$ cat config.mk
export PLATFORM = sky130hd
export DESIGN_NAME = mc_request_queue_flat
export DESIGN_NICKNAME = d
export VERILOG_FILES = /design/src/rtl/mc_pkg.sv /design/src/rtl/mc_request_queue_if.sv /design/src/rtl/mc_req_fifo.sv /design/src/rtl/mc_request_queue.sv /design/src/flat_wrapper.sv
export SDC_FILE = /design/constraint.sdc
export NUM_CORES = 1
export LEC_CHECK = 0
export BUFFER_PORTS_ARGS = -buffer_cell sky130_fd_sc_hd__clkbuf_2
export CAP_MARGIN = 10
export CORE_ASPECT_RATIO = 0.6
export CORE_UTILIZATION = 25
export CTS_CLUSTER_SIZE = 8
export DETAILED_ROUTE_END_ITERATION = 6
export HOLD_SLACK_MARGIN = 0.08
export SYNTH_ARGS = -nofsm -noshare
export SYNTH_HDL_FRONTEND = slang
export SYNTH_SLANG_ARGS = --single-unit
$ cat constraint.sdc
create_clock -name clk_i -period 14 [get_ports clk_i]
set_clock_uncertainty 0.05 [all_clocks]
set_input_delay 1.4 -clock clk_i [delete_from_list [all_inputs] [get_ports clk_i]]
set_output_delay 1.4 -clock clk_i [all_outputs]
set_load 0.03 [all_outputs]
$ cat src/rtl/mc_pkg.sv
// rtl/mc_pkg.sv - shared request types and default widths for the memory-controller trace path
//
// Purpose : Types and constants shared by the trace parser, the timed request
//           queue and the DRAM command scheduler.
// Contents: MC_* width defaults, memop_t op-code enum, mc_req_t request record,
//           op_is_legal() and time_sat_inc() helpers.

package mc_pkg;

   localparam int MC_ADDR_WIDTH  = 36;
   localparam int MC_MEMOP_WIDTH = 2;
   localparam int MC_TIME_WIDTH  = 32;
   localparam int MC_DEPTH       = 16;

   typedef enum logic [MC_MEMOP_WIDTH-1:0] {
      MEM_READ    = 2'd0,
      MEM_WRITE   = 2'd1,
      MEM_IFETCH  = 2'd2,
      MEM_ILLEGAL = 2'd3
   } memop_t;

   typedef logic [MC_TIME_WIDTH-1:0] mc_time_t;
   typedef logic [MC_ADDR_WIDTH-1:0] mc_addr_t;

   // Field order {time, op, addr}, MSB first.
   typedef struct packed {
      mc_time_t req_time;
      memop_t   op;
      mc_addr_t addr;
   } mc_req_t;

   function automatic logic op_is_legal(input memop_t op);
      return op != MEM_ILLEGAL;
   endfunction

   // Cycle counter step: holds at all-ones instead of wrapping back to zero.
   function automatic mc_time_t time_sat_inc(input mc_time_t t);
      return (&t) ? t : t + mc_time_t'(1);
   endfunction

endpackage

$ cat src/rtl/mc_request_queue_if.sv
// rtl/mc_request_queue_if.sv - request/response bundle between parser, timed queue and scheduler
//
// Purpose : Groups the queue's push side, pop side and status signals.
// Modports: slave  - the queue itself (consumes in_*/out_ready/skip_en,
//                    drives in_ready, out_*, cycle_count, count, error flags)
//           master - the environment (parser + scheduler side)
// Signals : in_valid/in_ready/in_time/in_op/in_addr   push handshake
//           out_valid/out_ready/out_time/out_op/out_addr  pop handshake
//           skip_en        idle fast-forward enable
//           cycle_count    current CPU cycle
//           count          occupancy, $clog2(DEPTH)+1 bits
//           order_err, op_err  sticky error flags

interface mc_request_queue_if
   import mc_pkg::*;
#(
   parameter int DEPTH = MC_DEPTH
);

   logic                          in_valid;
   logic                          in_ready;
   logic [MC_TIME_WIDTH-1:0]      in_time;
   logic [MC_MEMOP_WIDTH-1:0]     in_op;
   logic [MC_ADDR_WIDTH-1:0]      in_addr;
   logic                          skip_en;
   logic                          out_valid;
   logic                          out_ready;
   logic [MC_TIME_WIDTH-1:0]      out_time;
   logic [MC_MEMOP_WIDTH-1:0]     out_op;
   logic [MC_ADDR_WIDTH-1:0]      out_addr;
   logic [MC_TIME_WIDTH-1:0]      cycle_count;
   logic [$clog2(DEPTH):0]        count;
   logic                          order_err;
   logic                          op_err;

   modport slave (
      input  in_valid, in_time, in_op, in_addr, skip_en, out_ready,
      output in_ready, out_valid, out_time, out_op, out_addr,
             cycle_count, count, order_err, op_err
   );

   modport master (
      output in_valid, in_time, in_op, in_addr, skip_en, out_ready,
      input  in_ready, out_valid, out_time, out_op, out_addr,
             cycle_count, count, order_err, op_err
   );

endinterface

$ cat src/rtl/mc_req_fifo.sv
// rtl/mc_req_fifo.sv - synchronous in-order FIFO of mc_req_t records
//
// Purpose : Registered storage for the timed request queue. No fall-through:
//           a pushed entry is visible on rdata_o from the next cycle.
// Ports   : clk_i, rst_ni   clock, asynchronous active-low reset
//           push_i, wdata_i write request and record (ignored when full)
//           pop_i           read-pointer advance (ignored when empty)
//           rdata_o         record at the read pointer (stale when empty)
//           count_o         occupancy
//           empty_o         count_o == 0

module mc_req_fifo
   import mc_pkg::*;
#(
   parameter int DEPTH = MC_DEPTH
) (
   input  logic                   clk_i,
   input  logic                   rst_ni,
   input  logic                   push_i,
   input  mc_req_t                wdata_i,
   input  logic                   pop_i,
   output mc_req_t                rdata_o,
   output logic [$clog2(DEPTH):0] count_o,
   output logic                   empty_o
);

   localparam int AW = $clog2(DEPTH);
   localparam int CW = AW + 1;

   mc_req_t         mem_q [DEPTH];
   logic [AW-1:0]   wptr_q, wptr_d;
   logic [AW-1:0]   rptr_q, rptr_d;
   logic [CW-1:0]   count_q, count_d;
   logic            do_push;
   logic            do_pop;

   // Full/empty come from the occupancy count alone; pointers just wrap.
   // Fullness is judged on the registered count, so a pop while full never
   // makes room for a push in the same cycle.
   assign do_push = push_i && (count_q != CW'(DEPTH));
   assign do_pop  = pop_i && (count_q != '0);

   always_comb begin
      wptr_d  = wptr_q;
      rptr_d  = rptr_q;
      count_d = count_q;
      if (do_push) begin
         wptr_d = wptr_q + AW'(1);
      end
      if (do_pop) begin
         rptr_d = rptr_q + AW'(1);
      end
      case ({do_push, do_pop})
         2'b10:   count_d = count_q + CW'(1);
         2'b01:   count_d = count_q - CW'(1);
         default: count_d = count_q;
      endcase
   end

   always_ff @(posedge clk_i or negedge rst_ni) begin
      if (!rst_ni) begin
         wptr_q  <= '0;
         rptr_q  <= '0;
         count_q <= '0;
      end else begin
         wptr_q  <= wptr_d;
         rptr_q  <= rptr_d;
         count_q <= count_d;
      end
   end

   // Payload storage needs no reset: slots are only read when count says so.
   always_ff @(posedge clk_i) begin
      if (do_push) begin
         mem_q[wptr_q] <= wdata_i;
      end
   end

   assign rdata_o = mem_q[rptr_q];
   assign count_o = count_q;
   assign empty_o = (count_q == '0);

endmodule

$ cat src/rtl/mc_request_queue.sv
// rtl/mc_request_queue.sv - timed in-order request queue between trace parser and DRAM scheduler
//
// Purpose : Buffers parsed trace requests and releases the head only once the
//           CPU-cycle counter has reached its timestamp. Optionally jumps the
//           counter forward to the first request's time when the queue is idle.
// Ports   : clk_i    CPU-cycle clock
//           rst_ni   asynchronous active-low reset
//           bus      mc_request_queue_if.slave (push/pop handshakes, skip_en,
//                    cycle_count, count, order_err, op_err)
// All outputs are decoded from registers only; nothing on in_* or out_ready
// reaches an output combinationally.

module mc_request_queue
   import mc_pkg::*;
#(
   parameter int DEPTH = MC_DEPTH
) (
   input  logic                clk_i,
   input  logic                rst_ni,
   mc_request_queue_if.slave   bus
);

   localparam int TW = MC_TIME_WIDTH;
   localparam int CW = $clog2(DEPTH) + 1;

   mc_req_t        push_req;
   mc_req_t        head;
   logic [CW-1:0]  fifo_count;
   logic           fifo_empty;

   logic           push_hs;
   logic           push_legal;
   logic           pop_hs;
   logic           head_due;
   logic           skip_hit;

   mc_time_t       cycle_count_q, cycle_count_d;
   mc_time_t       last_time_q,   last_time_d;
   logic           order_err_q,   order_err_d;
   logic           op_err_q,      op_err_d;

   // ------------------------------------------------------------------
   // Handshakes
   // ------------------------------------------------------------------
   assign bus.in_ready = (fifo_count != CW'(DEPTH));
   assign push_hs      = bus.in_valid && bus.in_ready;
   // Illegal ops complete the handshake but are never stored.
   assign push_legal   = push_hs && op_is_legal(memop_t'(bus.in_op));

   assign push_req = '{req_time: bus.in_time,
                       op:       memop_t'(bus.in_op),
                       addr:     bus.in_addr};

   // Gate against the registered counter: time T is due in the cycle where
   // cycle_count == T, never earlier.
   assign head_due      = (head.req_time <= cycle_count_q);
   assign bus.out_valid = !fifo_empty && head_due;
   assign pop_hs        = bus.out_valid && bus.out_ready;

   // Fast-forward only when nothing is waiting and the incoming request lies
   // beyond the next cycle; the extra bit keeps cycle_count+1 from wrapping.
   assign skip_hit = bus.skip_en && (fifo_count == '0) && push_legal &&
                     ({1'b0, bus.in_time} > ({1'b0, cycle_count_q} + (TW+1)'(1)));

   // ------------------------------------------------------------------
   // Storage
   // ------------------------------------------------------------------
   mc_req_fifo #(
      .DEPTH (DEPTH)
   ) u_fifo (
      .clk_i   (clk_i),
      .rst_ni  (rst_ni),
      .push_i  (push_legal),
      .wdata_i (push_req),
      .pop_i   (pop_hs),
      .rdata_o (head),
      .count_o (fifo_count),
      .empty_o (fifo_empty)
   );

   // ------------------------------------------------------------------
   // Cycle counter, last accepted time, sticky error flags
   // ------------------------------------------------------------------
   always_comb begin
      cycle_count_d = skip_hit ? bus.in_time : time_sat_inc(cycle_count_q);
      last_time_d   = last_time_q;
      order_err_d   = order_err_q;
      op_err_d      = op_err_q;

      // Ordering is tracked over stored requests only; a dropped illegal op
      // does not move the reference time.
      if (push_legal) begin
         last_time_d = bus.in_time;
         if (bus.in_time < last_time_q) begin
            order_err_d = 1'b1;
         end
      end

      if (push_hs && !push_legal) begin
         op_err_d = 1'b1;
      end
   end

   always_ff @(posedge clk_i or negedge rst_ni) begin
      if (!rst_ni) begin
         cycle_count_q <= '0;
         last_time_q   <= '0;
         order_err_q   <= 1'b0;
         op_err_q      <= 1'b0;
      end else begin
         cycle_count_q <= cycle_count_d;
         last_time_q   <= last_time_d;
         order_err_q   <= order_err_d;
         op_err_q      <= op_err_d;
      end
   end

   // ------------------------------------------------------------------
   // Outputs
   // ------------------------------------------------------------------
   assign bus.out_time    = head.req_time;
   assign bus.out_op      = head.op;
   assign bus.out_addr    = head.addr;
   assign bus.cycle_count = cycle_count_q;
   assign bus.count       = fifo_count;
   assign bus.order_err   = order_err_q;
   assign bus.op_err      = op_err_q;

endmodule

$ cat src/flat_wrapper.sv
// flat-port wrapper written by rule: the top's interface ports become plain ports
module mc_request_queue_flat import mc_pkg::*;
#(
   parameter int DEPTH = MC_DEPTH
)
  (clk_i, rst_ni, bus_in_valid, bus_in_time, bus_in_op, bus_in_addr, bus_skip_en, bus_out_ready, bus_in_ready, bus_out_valid, bus_out_time, bus_out_op, bus_out_addr, bus_cycle_count, bus_count, bus_order_err, bus_op_err);
  mc_request_queue_if #(.DEPTH(DEPTH)) bus_i ();
  input  logic clk_i;
  input  logic rst_ni;
  input wire logic [$bits(bus_i.in_valid)-1:0] bus_in_valid;
  input wire logic [$bits(bus_i.in_time)-1:0] bus_in_time;
  input wire logic [$bits(bus_i.in_op)-1:0] bus_in_op;
  input wire logic [$bits(bus_i.in_addr)-1:0] bus_in_addr;
  input wire logic [$bits(bus_i.skip_en)-1:0] bus_skip_en;
  input wire logic [$bits(bus_i.out_ready)-1:0] bus_out_ready;
  output wire logic [$bits(bus_i.in_ready)-1:0] bus_in_ready;
  output wire logic [$bits(bus_i.out_valid)-1:0] bus_out_valid;
  output wire logic [$bits(bus_i.out_time)-1:0] bus_out_time;
  output wire logic [$bits(bus_i.out_op)-1:0] bus_out_op;
  output wire logic [$bits(bus_i.out_addr)-1:0] bus_out_addr;
  output wire logic [$bits(bus_i.cycle_count)-1:0] bus_cycle_count;
  output wire logic [$bits(bus_i.count)-1:0] bus_count;
  output wire logic [$bits(bus_i.order_err)-1:0] bus_order_err;
  output wire logic [$bits(bus_i.op_err)-1:0] bus_op_err;
  assign bus_i.in_valid = bus_in_valid;
  assign bus_i.in_time = bus_in_time;
  assign bus_i.in_op = bus_in_op;
  assign bus_i.in_addr = bus_in_addr;
  assign bus_i.skip_en = bus_skip_en;
  assign bus_i.out_ready = bus_out_ready;
  assign bus_in_ready = bus_i.in_ready;
  assign bus_out_valid = bus_i.out_valid;
  assign bus_out_time = bus_i.out_time;
  assign bus_out_op = bus_i.out_op;
  assign bus_out_addr = bus_i.out_addr;
  assign bus_cycle_count = bus_i.cycle_count;
  assign bus_count = bus_i.count;
  assign bus_order_err = bus_i.order_err;
  assign bus_op_err = bus_i.op_err;
  mc_request_queue #(.DEPTH(DEPTH)) u_core (.clk_i(clk_i), .rst_ni(rst_ni), .bus(bus_i));
endmodule
==> Word-level counts from Yosys, hierarchy flattened <==
Memories as Yosys holds them, arrays and structs flattened.
Cells that the tools add are included.
{ "totals": {"mem_bits_rw": 1120, "out_inout_bits": 111, "register_bits": 79, "n_memories": 1} }
{ "mem_list": {"columns": ["memory", "words", "word_bits", "read_ports", "rd_ports_with_merged_regs", "wr", "line_no", "rtl"], "rows": [
  ["u_core.u_fifo.mem_q", 16, 70, 1, 0, 1, "mc_req_fifo.sv:30", "mc_req_t mem_q [DEPTH];"]
]} }
{ "classes": {"magnitude_cmp": 3, "n_eq_ne": 5, "mux": 5, "reduce_logical": 17, "addsub": 6} }
{ "op_table": {"columns": ["operator", "count"], "rows": [
  ["$mux 32", 2],
  ["$add 32x1->33 const B", 1],
  ["$gt 32x33->1", 1],
  ["$add 32x1->32 const B", 1],
  ["$le 32x32->1", 1],
  ["$lt 32x32->1", 1],
  ["$reduce_and 32->1", 1],
  ["$logic_and 1x1->1", 10],
  ["$pmux 5 s2", 1],
  ["$add 4x1->4 const B", 2],
  ["$add 5x1->5 const B", 1],
  ["$logic_not 5->1", 1],
  ["$ne 5x5->1 const B", 1],
  ["$reduce_bool 5->1", 1],
  ["$sub 5x1->5 const B", 1],
  ["$eq 2x1->1 const B", 1],
  ["$eq 2x2->1 const B", 1],
  ["$logic_not 1->1", 2],
  ["$mux 1", 2],
  ["$ne 2x1->1 const B", 1],
  ["$ne 2x2->1 const B", 1],
  ["$reduce_and 2->1", 1],
  ["$reduce_bool 2->1", 1]
]} }

==> Depth between registers and ports, before layout <==
{ "depth": {"depth_word": 7, "depth_mapped": 21} }

==> Hierarchy <==
A second synthesis with hierarchy kept.
{ "unflattened": {"cells_unflattened": 2810, "hier_area_um2": 49352.3} }
{ "by_module_without_submodules": {"columns": ["mod", "cells_per_inst", "n_inst", "area_each_um2"], "rows": [
  ["mc_req_fifo", 2171, 1, 43872.1],
  ["mc_request_queue", 639, 1, 5480.3]
]} }

==> Worst setup path before layout <==
Ideal clock, no wire load.
{ "synth_timing": {"kind": "input to register", "from": "input port bus_in_op[0]", "to": "memory u_core.u_fifo.mem_q[0][0] in the netlist's numbering (enable)", "t_required_ps": 13366, "setup_ps": 584, "setup_slack_ps": 6313, "cell_stages": 6, "arrival_time_ps": 7053, "n_path_buf": 2, "cell_sequence": "nand2_1 and3_1 clkbuf_1 clkbuf_1 nand2_1 nor3_1"} }
{ "synth_via": {"elab_chain_cells": 5} }
{ "synth_rtl": {"columns": ["item", "line_no", "rtl"], "rows": [
  ["start, declared", "flat_wrapper.sv:12", "input wire logic [$bits(bus_i.in_op)-1:0] bus_in_op;"],
  ["$ne 2x2->1", "mc_pkg.sv:33", "return op != MEM_ILLEGAL;"],
  ["$logic_and 1x1->1", "mc_request_queue.sv:48", "assign push_legal = push_hs && op_is_legal(memop_t'(bus.in_op));"],
  ["$logic_and 1x1->1", "mc_req_fifo.sv:40", "assign do_push = push_i && (count_q != CW'(DEPTH));"],
  ["$mux 1", "mc_req_fifo.sv:74", "if (do_push) begin"],
  ["$mux 1 (implied by the code)", "mc_req_fifo.sv:75", "mem_q[wptr_q] <= wdata_i;"],
  ["end, declared", "mc_req_fifo.sv:30", null]
]} }
Every way passes these cells.

==> Worst setup path in the final report <==
{ "layout_timing": {"from": "register u_core.u_fifo.rptr_q[0]", "to": "output port bus_out_valid"} }
{ "layout_via": {"elab_chain_cells": 3} }
{ "layout_rtl": {"columns": ["item", "line_no", "rtl"], "rows": [
  ["start, declared", "mc_req_fifo.sv:32", "logic [AW-1:0] rptr_q, rptr_d;"],
  ["start signal, assigned", "mc_req_fifo.sv:67", "rptr_q <= rptr_d;"],
  ["$mem_v2 16x70", null, null],
  ["$le 32x32->1", "mc_request_queue.sv:56", "assign head_due = (head.req_time <= cycle_count_q);"],
  ["$logic_and 1x1->1", "mc_request_queue.sv:57", "assign bus.out_valid = !fifo_empty && head_due;"],
  ["end, declared", "flat_wrapper.sv:17", "output wire logic [$bits(bus_i.out_valid)-1:0] bus_out_valid;"]
]} }
Every way passes these cells.

==> summary.md <==
| Metric | Value |
|---|---|
| I/O Pins | 186 |
| Syn_nets | 2425 |
| Routed len/inst | 25.6 µm |
| Synth Area in Simple Gates | 2.38% |
| Clock transition at path regs | 0.06 ns |
| Num rows | 124 |
| Clock Latency Late Sink | 0.78 ns |
| Hold slack | 0.435 ns |
| Initial Util | 25.2% |
| Core footprint | 191000 µm² |
| CTS sink count | 1199 |
| Inserted Clock Buffers | 170 |
| Clk Tree Root Cell | clkbuf_16 |
| Vias | 23700 |
| Drc violations | 0 |
| Tightest Pin Transition | 1.09 ns |
| Post-synthesis mux area share | 17.1% |
| Final #Nets | 2735 |
| PD cells | 217 nW/µm² |
| Hold Buf Count CTS | 0 |
| Post-synth EDFFs | 1120 |
| Filler Cell Count | 18400 |
| Top-count cell post-synth | edfxtp_1 |
| Synth Warn # | 0 |
| Post-Synth Adder-Cell Area | 2.77% |
| Rel. slew slack | 27.2% |
| Global-route wire length before repair | 186000 µm |
| Syn Inst Count | 2244 |
| Max_cap viols | 0 |
| Unique masters post-synth | 54 |
| Vias per cell | 4.61 |
| Synth Area in Compound Gates | 1.60% |
| Crit. End Element | primary output |
| Postcts setup bufs | 0 |
| Type of the worst setup path | reg2out |
| CP max FO | 45 |
| Seq/Total Area, Yosys | 74.0% |
| Worst r2r src | u_core.u_fifo.rptr_q[0] |
| Synth top area cells | edfxtp_1 70%, mux4_2 16%, dfrtp_1 4.1% |
| Main combinational cell family by area after synthesis | multiplexers |
| CP Data Required Time | 12.55 ns |
| Post-CTS resize count | 0 |
| Clock Path Buffers | 3 |
| Area delta synth->final | 18.8% |
| GRT Residual Overflow | 0 |
| Status | complete, no violations |
| Antenna-violating nets left | 0 |
| Port Buffer Count | 185 |
| Antenna violations before repair | 28 |
| Share of layout cells above drive strength 1 | 31.4% |
| Mean Syn Cell Area | 21.4 µm² |
| Crit path from | u_core.u_fifo.rptr_q[0] |
| Yosys reg bits | 1199 |
| Fin Setup TNS | 0 ns |
| Final instance area | 57200 µm² |
| DRT Pass-1 Iters | 5 |
| Cell Area, Synth | 48100 µm² |
| VDD IR max | 153 µV |
| Final setup vio count | 0 |
| Commonest cells post-synth | 1120 x edfxtp_1, 350 x mux4_2, 105 x ha_1 |
| Cell taking the most area after synthesis | edfxtp_1 |
| Hold path start | u_core.bus.op_err |
| WHS Path Cells | 1 |
| Post-Synth XOR/XNOR Area | 0.746% |
| Worst path slowest cell | buf_4 |
| Worst hold path class | reg2reg |
| Die Width | 568 µm |
| Die Footprint | 194000 µm² |
| Initial DRC Count | 2273 |
| TritonCTS clock tree | built |
| Chip Height | 342 µm |
| Drt total wl | 132000 µm |
| Multi-input logic area | 11900 µm² |
| Crit start category | register |
| Tcrit/Tclk final | 58.0% |
| FF/Latch Area | 35600 µm² |
| R2R depth | 19 |
| Pin count of the biggest net entering global routing | 154 |
| Post-DP HPWL | 74700 µm |
| Synth Flop Type | edfxtp_1 |
| Final RePlAce weighted congestion | 0.794 |
| Max incr delay on CP | 0.83 ns |
| CTS H-tree lvls | 4 |
| Pins over their slew limit | 0 |
| Vias in the first global route | 23900 |
| Endpoints failing hold | 0 |
| RSZ-0062 raised after global routing | false |
| CP dominant cell by count | buf_4 |
| Pleak | 0.0186 µW |
| Total Power | 12400 µW |
| Fmax | 123 MHz |
| Min Clock Period, post-route | 8.12 ns |
| Post-synth top area share | 69.9% |
| Critical-path cell list | buf_4 -> buf_4 -> mux4_2 -> mux4_2 -> ha_1 -> nand4_1 -> nor4_1 -> and3_1 -> nor2b_1 -> a221oi_1 -> buf_4 -> clkbuf_2 |
| Worst path arrival time | 6.67 ns |
| All-Layer GR Usage | 13.5% |
| Synth async-reset ratio | 6.59% |
| Placed instance area | 52300 µm² |
-- layout by cell type (no fill, tap or decap), types with 24 or more instances in the layout --
cell and count:
edfxtp_1 1120, buf_4 52, ha_1 105, nand2_1 65, xnor2_1 38, clkbuf_1 59, nand2b_1 29, inv_1 74
a21oi_1 30, mux4_2 350, nand4_1 25, mux2_2 24, o21ai_0 46, clkbuf_2 184, clkbuf_16 172, dfrtp_1 75
-- kinds of logic (layout without fill, tap and decap cells) --
kind of cell | Yosys count | after routing
and+or+nand+nor | 221 | 221
xor gates and xnor gates | 41 | 41
buffers and inverters | 173 | 561
AOI/OAI and AO/OA | 123 | 123
muxes | 381 | 381
DFF | 1199 | 1199
adders and majority gates | 106 | 106
other | 0 | 2
-- metrics by stage --
step           setup WS (ns)  cells  utilization [%]
2_1_floorplan           6.31   2244                -
3_3_place_gp            6.61   4902             27.4
3_5_place_dp            6.56   4902             27.4
4_1_cts                 5.71   5152             30.0
5_1_grt                 5.44   5154             30.0
6_report                5.88   5154             30.0
-- worst max-delay path: cells and delay by family, from the launching register on --
family          cells  cell delay [ns]
buf+inv             4             2.02
compound gates      1             0.26
simple gates        4             1.17
mux                 2             1.17
fa+ha+maj           1             0.36
flops               1             0.82
-- path summary, 6_finish.rpt --
path / end / slack, ns
setup / recovery: bus_out_valid / 5.88
hold / removal: u_core.bus.op_err / 0.43
setup reg to reg: u_core.u_fifo.count_o[4] / 6.70
hold reg to reg: u_core.bus.op_err / 0.43
max in group asynchronous: u_core.u_fifo.rptr_q[2] / 11.95
min in group asynchronous: u_core.bus.cycle_count[17] / 0.54
-- area by class of cell --
| class | instances | share of cell area (%) |
|---|---|---|
| sequential | 1199 | 62.3 |
| multi-input combinational | 872 | 20.9 |
| inverter | 74 | 0.486 |
| timing repair buffer | 237 | 2.33 |
| tap | 2520 | 5.51 |
| clock buffer | 231 | 7.91 |
| clock inverter | 19 | 0.584 |
| antenna | 2 | 0.00875 |
-- routing by layer --
layer | global-route usage [%] | vias to the layer above | wire length (µm)
met4 | 3.47 | 26 | 2480
met2 | 20.1 | 824 | 59200
li1 | - | 9944 | -
met5 | 0 | - | 160
met3 | 4.33 | 213 | 10900
met1 | 18.9 | 12700 | 59000
-- registers in the layout, summed over array words and instances, names as in the netlist --
name,flops
u_core.bus.order_err,1
u_core.u_fifo.count_o,5
u_core.bus.op_err,1
u_core.bus.cycle_count,32
u_core.last_time_q,32
u_core.u_fifo.rptr_q,4
u_core.u_fifo.mem_q,1120
u_core.u_fifo.wptr_q,4
-- where the power goes --
group          internal (µW)  switching, µW
sequential              4270            219
combinational           1640           2530
clock                   2250           1510
No activity file was read; power rests on OpenSTA's default activity.
